==> src/rtl/dtim_ahb_port_pkg.sv <==
// dtim_ahb_port_pkg
// Shared constants for the DTIM bus port:
//   - configuration widths (physical address width, data width, DTIM size)
//   - AHB-Lite HTRANS / HRESP encodings used by every subordinate
//   - dtim_offset(): maps a bus address onto the DTIM index space
package dtim_ahb_port_pkg;

  localparam int PA_BITS    = 32;
  localparam int LLEN       = 64;
  localparam int LLEN_BYTES = LLEN / 8;
  localparam int OFF_BITS   = $clog2(LLEN_BYTES);
  // DTIM size in bytes; must be a power of two
  localparam int DTIM_RANGE = 4096;

  // Largest legal HSIZE is one full data word
  localparam logic [2:0] MAX_HSIZE = 3'(OFF_BITS);

  typedef enum logic [1:0] {
    HTRANS_IDLE   = 2'b00,
    HTRANS_BUSY   = 2'b01,
    HTRANS_NONSEQ = 2'b10,
    HTRANS_SEQ    = 2'b11
  } htrans_e;

  localparam logic HRESP_OKAY  = 1'b0;
  localparam logic HRESP_ERROR = 1'b1;

  // Range decode is external, so the offset simply wraps inside the DTIM
  function automatic logic [PA_BITS-1:0] dtim_offset(input logic [PA_BITS-1:0] addr);
    return addr & PA_BITS'(DTIM_RANGE - 1);
  endfunction

endpackage

==> src/rtl/dtim_bytemask.sv <==
// dtim_bytemask
// Combinational byte-lane decoder for an AHB transfer.
// Ports:
//   hsize    in  transfer size, log2 bytes
//   addr_lo  in  low address bits selecting the byte lane
//   mask     out byte enables: ((1 << 2^hsize) - 1) << addr_lo
//   misalign out address not aligned to 2^hsize
// Oversized transfers are not flagged here; the caller compares hsize
// against its own data width.
module dtim_bytemask #(
  parameter  int LLEN = 64,
  localparam int NB   = LLEN / 8,
  localparam int OFFB = $clog2(NB)
) (
  input  logic [2:0]      hsize,
  input  logic [OFFB-1:0] addr_lo,
  output logic [NB-1:0]   mask,
  output logic            misalign
);

  int lo_s;
  int sz_s;

  // Lane i is enabled when it falls inside [addr_lo, addr_lo + 2^hsize)
  always_comb begin
    lo_s     = int'(addr_lo);
    sz_s     = 32'sd1 <<< hsize;
    misalign = ((lo_s & (sz_s - 32'sd1)) != 32'sd0);
    mask     = '0;
    for (int i = 0; i < NB; i++) begin
      mask[i] = (i >= lo_s) && (i < (lo_s + sz_s));
    end
  end

endmodule

==> src/rtl/dtim_ahb_port.sv <==
// dtim_ahb_port
// AHB-Lite subordinate giving external managers access to the DTIM. The
// RAM port is shared with the core, which has priority; the bus waits
// while blocked and forces a one-cycle core stall once starvation reaches
// STARVE_LIMIT-1 blocked cycles.
// Ports:
//   clk, reset                  clock, synchronous active-high reset
//   HSEL..HWDATA                AHB-Lite subordinate inputs
//   HRDATA, HREADYOUT, HRESP    AHB-Lite subordinate outputs
//   CoreReqM                    core owns the RAM port this cycle
//   BusStallCore                one-cycle core stall to grant the bus
//   BusDTIMReq                  bus owns the RAM this cycle (mux select)
//   BusDTIMAdr/WE/ByteMask/WriteData  RAM request
//   BusDTIMReadData             RAM q, valid the cycle after a read slot
module dtim_ahb_port
  import dtim_ahb_port_pkg::*;
#(
  parameter int STARVE_LIMIT = 8
) (
  input  logic                  clk,
  input  logic                  reset,
  input  logic                  HSEL,
  input  logic [PA_BITS-1:0]    HADDR,
  input  logic                  HWRITE,
  input  logic [2:0]            HSIZE,
  input  logic [1:0]            HTRANS,
  input  logic                  HREADY,
  input  logic [LLEN-1:0]       HWDATA,
  output logic [LLEN-1:0]       HRDATA,
  output logic                  HREADYOUT,
  output logic                  HRESP,
  input  logic                  CoreReqM,
  output logic                  BusStallCore,
  output logic                  BusDTIMReq,
  output logic [PA_BITS-1:0]    BusDTIMAdr,
  output logic                  BusDTIMWE,
  output logic [LLEN_BYTES-1:0] BusDTIMByteMask,
  output logic [LLEN-1:0]       BusDTIMWriteData,
  input  logic [LLEN-1:0]       BusDTIMReadData
);

  localparam int                CNT_BITS = $clog2(STARVE_LIMIT + 1);
  localparam logic [CNT_BITS-1:0] CNT_LAST = CNT_BITS'(STARVE_LIMIT - 1);

  typedef enum logic [2:0] {
    S_IDLE     = 3'd0,
    S_WR       = 3'd1,
    S_RD_ISSUE = 3'd2,
    S_RD_DATA  = 3'd3,
    S_ERR1     = 3'd4,
    S_ERR2     = 3'd5
  } state_e;

  state_e                 state_r;
  state_e                 state_s;
  state_e                 kind_s;
  logic [PA_BITS-1:0]     addr_r;
  logic                   write_r;
  logic [LLEN_BYTES-1:0]  mask_r;
  logic                   err_r;
  logic [CNT_BITS-1:0]    cnt_r;
  logic [LLEN-1:0]        hrdata_r;

  logic                   xfer_s;
  logic                   accept_s;
  logic [LLEN_BYTES-1:0]  bm_mask_s;
  logic                   misalign_s;
  logic                   err_s;
  logic                   wants_s;
  logic                   stall_s;
  logic                   grant_s;
  logic                   done_s;
  logic                   load_s;

  dtim_bytemask #(.LLEN(LLEN)) u_bytemask (
    .hsize    (HSIZE),
    .addr_lo  (HADDR[OFF_BITS-1:0]),
    .mask     (bm_mask_s),
    .misalign (misalign_s)
  );

  // Address-phase decode: only NONSEQ/SEQ carry a transfer
  always_comb begin
    case (htrans_e'(HTRANS))
      HTRANS_IDLE, HTRANS_BUSY: xfer_s = 1'b0;
      HTRANS_NONSEQ, HTRANS_SEQ: xfer_s = 1'b1;
      default: xfer_s = 1'b0;
    endcase
    accept_s = HSEL & HREADY & xfer_s;
    err_s    = (HSIZE > MAX_HSIZE) | misalign_s;
    if (err_s) begin
      kind_s = S_ERR1;
    end else if (HWRITE) begin
      kind_s = S_WR;
    end else begin
      kind_s = S_RD_ISSUE;
    end
  end

  // Arbitration: the core wins unless starvation forces a stall. Reset
  // suppresses the grant so an abandoned write never reaches the RAM.
  assign wants_s      = (state_r == S_WR) | (state_r == S_RD_ISSUE);
  assign stall_s      = wants_s & CoreReqM & (cnt_r == CNT_LAST) & ~reset;
  assign grant_s      = wants_s & (~CoreReqM | stall_s) & ~reset;
  assign BusStallCore = stall_s;
  assign BusDTIMAdr   = addr_r;

  // Next-state logic; kept apart from the output block so HREADY (often
  // our own HREADYOUT fed back by the interconnect) never loops through it
  always_comb begin
    state_s = state_r;
    load_s  = 1'b0;
    case (state_r)
      S_IDLE, S_RD_DATA, S_ERR2: done_s = 1'b1;
      S_WR:                      done_s = grant_s;
      default:                   done_s = 1'b0;
    endcase
    if (done_s) begin
      if (accept_s) begin
        state_s = kind_s;
        load_s  = 1'b1;
      end else begin
        state_s = S_IDLE;
        load_s  = 1'b0;
      end
    end else begin
      case (state_r)
        S_WR:       state_s = S_WR;
        S_RD_ISSUE: state_s = grant_s ? S_RD_DATA : S_RD_ISSUE;
        S_ERR1:     state_s = S_ERR2;
        default:    state_s = S_IDLE;
      endcase
    end
  end

  // Bus response and RAM request outputs for the current state
  always_comb begin
    HREADYOUT        = 1'b1;
    HRESP            = HRESP_OKAY;
    HRDATA           = hrdata_r;
    BusDTIMReq       = 1'b0;
    BusDTIMWE        = 1'b0;
    BusDTIMByteMask  = '0;
    BusDTIMWriteData = '0;
    case (state_r)
      S_WR: begin
        if (grant_s) begin
          BusDTIMReq       = 1'b1;
          BusDTIMWE        = write_r;
          BusDTIMByteMask  = mask_r;
          BusDTIMWriteData = HWDATA;
          HREADYOUT        = 1'b1;
        end else begin
          HREADYOUT        = 1'b0;
        end
      end
      S_RD_ISSUE: begin
        HREADYOUT  = 1'b0;
        BusDTIMReq = grant_s;
      end
      S_RD_DATA: begin
        HRDATA = BusDTIMReadData;
      end
      S_ERR1: begin
        HRESP     = err_r ? HRESP_ERROR : HRESP_OKAY;
        HREADYOUT = 1'b0;
      end
      S_ERR2: begin
        HRESP     = err_r ? HRESP_ERROR : HRESP_OKAY;
      end
      default: begin
        HREADYOUT = 1'b1;
      end
    endcase
  end

  // State register
  always_ff @(posedge clk) begin
    if (reset) begin
      state_r <= S_IDLE;
    end else begin
      state_r <= state_s;
    end
  end

  // Address-phase capture
  always_ff @(posedge clk) begin
    if (reset) begin
      addr_r  <= '0;
      write_r <= 1'b0;
      mask_r  <= '0;
      err_r   <= 1'b0;
    end else if (load_s) begin
      addr_r  <= dtim_offset(HADDR);
      write_r <= HWRITE;
      mask_r  <= bm_mask_s;
      err_r   <= err_s;
    end
  end

  // Starvation counter: counts blocked cycles, cleared by any grant
  always_ff @(posedge clk) begin
    if (reset) begin
      cnt_r <= '0;
    end else if (grant_s) begin
      cnt_r <= '0;
    end else if (wants_s) begin
      cnt_r <= cnt_r + CNT_BITS'(1);
    end
  end

  // HRDATA keeps the last returned word outside RD_DATA
  always_ff @(posedge clk) begin
    if (reset) begin
      hrdata_r <= '0;
    end else if (state_r == S_RD_DATA) begin
      hrdata_r <= BusDTIMReadData;
    end
  end

endmodule

==> config.mk <==
export PLATFORM = sky130hd
export DESIGN_NAME = dtim_ahb_port
export DESIGN_NICKNAME = d
export VERILOG_FILES = /design/src/rtl/dtim_ahb_port_pkg.sv /design/src/rtl/dtim_bytemask.sv /design/src/rtl/dtim_ahb_port.sv
export SDC_FILE = /design/constraint.sdc
export NUM_CORES = 1
export LEC_CHECK = 0
export CAP_MARGIN = 20
export CORE_MARGIN = 10
export CORE_UTILIZATION = 39
export DETAILED_ROUTE_END_ITERATION = 10
export HOLD_SLACK_MARGIN = 0.06
export PLACE_DENSITY = 0.94
export SYNTH_ARGS = -nofsm -noshare
export SYNTH_HDL_FRONTEND = slang
export SYNTH_HIERARCHICAL = 1
export SYNTH_SLANG_ARGS = --single-unit
==> constraint.sdc <==
create_clock -name clk -period 3.9 [get_ports clk]
set_input_delay 0.78 -clock clk [delete_from_list [all_inputs] [get_ports clk]]
set_output_delay 0.78 -clock clk [all_outputs]
set_load 0.01 [all_outputs]
* Word level (Yosys, flattened, before mapping)
Cells that the tools add are included.
Storage, ports and cells: flip-flop bits (word level) 93, latch bits 0, bits in writable memories 0, bits in read-only memories 0, output and inout port bits 173, logic and storage cells 87, memories kept 0
Cells by class: add/subtract/negate cells 3, multiply operators 0, div/mod/pow operators 0, magnitude comparators 16, equality and inequality tests 9, shift-type cells 1, mux-type cells 22, bitwise gates (word level) 13, reductions and logical operators 16
Operators with widths (count):
- 2-to-1 mux 64 bit | 3
- < comparator 4 x 32 -> 1 bit, first input constant | 4
- < comparator 3 x 32 -> 1 bit, first input constant | 2
- adder 4 x 32 -> 32 bit | 1
- AND 4 x 32 -> 32 bit | 1
- < comparator 1 x 32 -> 1 bit, first input constant | 1
- < comparator 2 x 32 -> 1 bit, first input constant | 1
- nonzero test 32 bit | 1
- <<< shifter 2 x 3 -> 32 bit, first input constant | 1
- subtractor 32 x 2 -> 32 bit, second input constant | 1
- 2-to-1 mux 8 bit | 2
- OR reduction 2 bit | 5
- >= comparator 3 bit, first input constant | 3
- 2-to-1 mux 3 bit | 3
- case mux 3 bit (3 select lines) | 1
- 2-to-1 mux 1 bit | 8
- case mux 1 bit (2 select lines) | 4
- AND 1 bit | 7
- logical AND 1 bit | 7
- equality test 3 x 2 -> 1 bit, second input constant | 2
- equality test 3 bit, second input constant | 2
- >= comparator 1 x 3 -> 1 bit, first input constant | 2
- >= comparator 2 x 3 -> 1 bit, first input constant | 2
- adder 4 x 1 -> 4 bit, second input constant | 1
- 11 further kinds | 15

* Longest topological paths before layout
depth in word-level cells 11, depth in mapped cells 10

* Cells and area by module
The synthesis kept the hierarchy.
Modules (own cells, without submodules):
- dtim_ahb_port | instances 1, cells each 472, area an instance 4690.7 um2, seq. area each 1861.8 um2
- dtim_bytemask | instances 1, cells each 45, area an instance 315.3 um2, seq. area each 0.0 um2

* Least setup slack after synthesis
No wires, ideal clock.
kind in2out, start point in reset, end point out BusDTIMByteMask[0], arrival 1752 ps, data required time 3120 ps, path slack 1368 ps, stages on the path 5, buffers on the path 2, cells stage by stage or2_2 nand2_1 buf_2 clkbuf_1 and3_1
Between the ends: longest elaborated chain between the ends 7
RTL lines:
- start: declaration | RTL line dtim_ahb_port.sv:21 | input logic reset,
- inverter 1 bit * | RTL line dtim_ahb_port.sv:103, dtim_ahb_port.sv:104
- AND 1 bit | RTL line dtim_ahb_port.sv:103 | assign stall_s = wants_s & CoreReqM & (cnt_r == CNT_LAST) & ~reset;
- bitwise OR 1 bit | RTL line dtim_ahb_port.sv:104 | assign grant_s = wants_s & (~CoreReqM | stall_s) & ~reset;
- AND 1 bit | RTL line dtim_ahb_port.sv:104
- AND 1 bit * | RTL line dtim_ahb_port.sv:104
- 2-to-1 mux 8 bit * | RTL line dtim_ahb_port.sv:147 | if (grant_s) begin
- 2-to-1 mux 8 bit * | RTL line dtim_ahb_port.sv:145 | case (state_r)
- end: declaration | RTL line dtim_ahb_port.sv:37 | output logic [LLEN_BYTES-1:0] BusDTIMByteMask,
Mark *: on every way between the ends. The rest lies on a longest branch, timed or not.

* Worst setup path in the final report
start point in CoreReqM, end point out BusDTIMWE
Between the ends: longest elaborated chain between the ends 8
RTL lines:
- start: declaration | RTL line dtim_ahb_port.sv:32 | input logic CoreReqM,
- AND 1 bit (3 in a row) | RTL line dtim_ahb_port.sv:103
- bitwise OR 1 bit * | RTL line dtim_ahb_port.sv:104
- AND 1 bit * (2 in a row) | RTL line dtim_ahb_port.sv:104
- 2-to-1 mux 1 bit * | RTL line dtim_ahb_port.sv:147
- 2-to-1 mux 1 bit * | RTL line dtim_ahb_port.sv:145
- end: declaration | RTL line dtim_ahb_port.sv:36 | output logic BusDTIMWE,
Marked as above.

==> impl_metrics.json <==
{
  "core_area_mm2": 0.0126,
  "synth_ff_type": "dfxtp_1",
  "netlist_top_cells_count": "dfxtp_1, and3_1, nor2b_1",
  "syn_to_final_growth_pct": 66.3,
  "grt_pass1_wl_mm": 28.8,
  "synth_most_common_cell": "dfxtp_1",
  "grt_pass1_vias": 4994,
  "grt_use_met3": 0.0917,
  "start_kind": "input pin",
  "reg2reg_to": "err_r",
  "cp.required_ns": 3.12,
  "r2r_start": "state_r[0]",
  "nets": 968,
  "fin_skew_ns": 0.00665,
  "syn_area_per_cell_um2": 9.68,
  "irDropWorstVdd_uv": 175,
  "final.setup.tns_ns": 0,
  "fmax_ghz": 0.289,
  "worstSetupPathType": "input pin to output pin",
  "root_buffer": "clkbuf_16",
  "io_buffers": 302,
  "ys_ff_latch": 93,
  "synth_cell_types": 51,
  "status": "complete, no violations",
  "swShare": 0.256,
  "arrival_ns": 2.68,
  "syn_area_mm2": 0.00501,
  "regArea_mm2": 0.00186,
  "antenna_found_initial": 8,
  "synth-seq-area-share": 0.372,
  "antenna_left": 0,
  "grt_use_met1": 0.200,
  "die-area_mm2": 0.0178,
  "hpwl_mm": 15.0,
  "hold_class": "flip-flop to flip-flop",
  "r2r_cells": 4,
  "track_usage": 0.204,
  "hold_path.startpoint": "BusDTIMAdr[10]",
  "synthTopCellsByArea": "dfxtp_1, mux2_4, and3_1",
  "drt_pass1_iterations": 4,
  "finalCriticalPeriod_ns": 3.46,
  "postCtsSetupBuffers": 0,
  "boundaryPins": 344,
  "power_density_mw_per_mm2": 258,
  "hold_viol": 0,
  "vias": 4764,
  "cts_resized": 0,
  "r2r_setup_slack_ns": 1.75,
  "grt_max_degree": 92,
  "endpoint_kind": "output pin",
  "netlist.area_leader.share": 0.372,
  "use_met2": 0.354,
  "synth_enable_flop_cells": 0,
  "whs_path_depth": 2,
  "holdBufCountCts": 0,
  "wl_per_cell_um": 19.5,
  "tightestPinTransition_ns": 0.959,
  "netlist_instances": 517,
  "p_comb_frac": 0.149,
  "drive_gt1_frac": 0.120,
  "busiest_layer": "met2",
  "grt-ovfl-total": 0,
  "maxCapViolCount": 0,
  "switchingPower_mw": 0.549,
  "holdPathEnd": "BusDTIMAdr[10]",
  "slew_headroom": 0.361,
  "internal_power_mw": 1.60,
  "p_leak_nw": 3.59,
  "clkSinkCount": 93,
  "yosys_warnings": 6,
  "async_reset_ff_frac": 0,
  "clk_latency_ns": 0.34,
  "clk_pin_slew_ns": 0.07,
  "wl_mm": 19.1,
  "slew_viol_final": 0,
  "dr.first_iter.drc_count": 206,
  "fill_cells": 967,
  "tritoncts": "done",
  "initial_core_util": 0.397,
  "seqPwrFrac": 0.450,
  "dieWidth_um": 133,
  "crit_fanout": 73,
  "die_h_um": 133,
  "cts_htree_levels": 3,
  "rsz0062_at_grt": "false",
  "setup_viol": 0,
  "yosys.area.top_type": "dfxtp_1",
  "clk_path_buf_depth": 2,
  "postPlaceCellArea_mm2": 0.00801,
  "stdcell_area_mm2": 0.00833,
  "multi_input_area_mm2": 0.00282,
  "viasPerCell": 4.88,
  "fin_crit_sh": 0.888,
  "rows": 41,
  "cts_made_buffers": 9,
  "globalplace.congestion": 0.844,
  "drt_drc_violations_left": 0,
  "p_clk_frac": 0.401
}
-- cell usage in the layout, fill, tap and decap left out, types with 4 or more instances in the layout --
cell type and count:
clkdlybuf4s50_1 301, dfxtp_1 93, and3_1 74, nor2b_1 64, mux2_4 60, a21oi_1 28
nand3_1 25, o21ai_0 23, conb_1 20, nor2_1 12, clkbuf_16 9, diode_2 8
buf_4 6, and2_1 5, nand2_1 5, ha_1 5, mux2_2 4, nand2b_1 4
xor2_1 4
-- flip-flops by register name (all words and copies together), names as in the netlist --
signal / count
BusDTIMAdr: 12
cnt_r: 4
err_r: 1
hrdata_r: 64
mask_r: 8
state_r: 3
write_r: 1
-- power by group through the flow --
stage / clock network, mW / registers, mW / logic [mW]
2_1_floorplan: 0 / 0.987 / 0.131
3_3_place_gp: 0 / 0.989 / 0.309
3_5_place_dp: 0 / 0.989 / 0.316
4_1_cts: 0.881 / 0.967 / 0.317
5_1_grt: 0.927 / 0.969 / 0.345
6_report: 0.861 / 0.967 / 0.320
-- through the flow --
step,util,cells,power [mW],worst slack [ns],hold slack (ns)
6_report,0.660,977,2.15,0.437,0.478
5_1_grt,0.660,977,2.24,0.335,0.501
4_1_cts,0.658,969,2.16,0.453,0.476
3_5_place_dp,0.635,953,1.30,0.463,0.466
3_3_place_gp,0.635,953,1.30,0.477,0.461
2_1_floorplan,-,536,1.12,1.37,0.449
-- per-layer routing --
layer	share of wire	vias up	routed length (um)
li1	-	2321	-
met1	0.35	2172	6760
met2	0.51	240	9710
met3	0.10	31	2000
met4	0.032	0	614
met5	0	-	0
-- cell type report --
| cell class | count | share of cell area |
|---|---|---|
| repair buffers | 310 | 0.373 |
| clock buffers | 9 | 0.0271 |
| clock inverters | 7 | 0.00797 |
| diodes | 8 | 0.00240 |
| well taps | 172 | 0.0258 |
| inverters | 3 | 0.00135 |
| multi-input cells | 375 | 0.339 |
| flip-flops and latches | 93 | 0.224 |
-- cell families after synthesis --
kind of cell | share of synthesized area
muxes | 0.189
xor gates and xnor gates | 0.00875
buffers and inverters | 0.0802
AOI/OAI and AO/OA | 0.0875
other | 0.000749
adders and majority gates | 0.0125
DFF | 0.372
and+or+nand+nor | 0.249
-- worst max-delay path: stages --
cell and delay (ns):
clkdlybuf4s50_1 0.45, or2_2 0.32, nand2_2 0.12, buf_12 0.24
and3_1 0.20, clkdlybuf4s50_1 0.56
-- worst max path at each step --
stage                     startpoint              endpoint  slack [ns]  depth (start not counted)
after floorplan                reset    BusDTIMByteMask[0]        1.37                          5
after global placement      CoreReqM  BusDTIMWriteData[14]        0.48                          6
after detailed placement    CoreReqM  BusDTIMWriteData[16]        0.46                          6
after CTS                   CoreReqM  BusDTIMWriteData[16]        0.45                          6
after global routing        CoreReqM    BusDTIMByteMask[6]        0.34                          6
final                       CoreReqM             BusDTIMWE        0.44                          6
No activity file was read; power rests on OpenSTA's default activity.
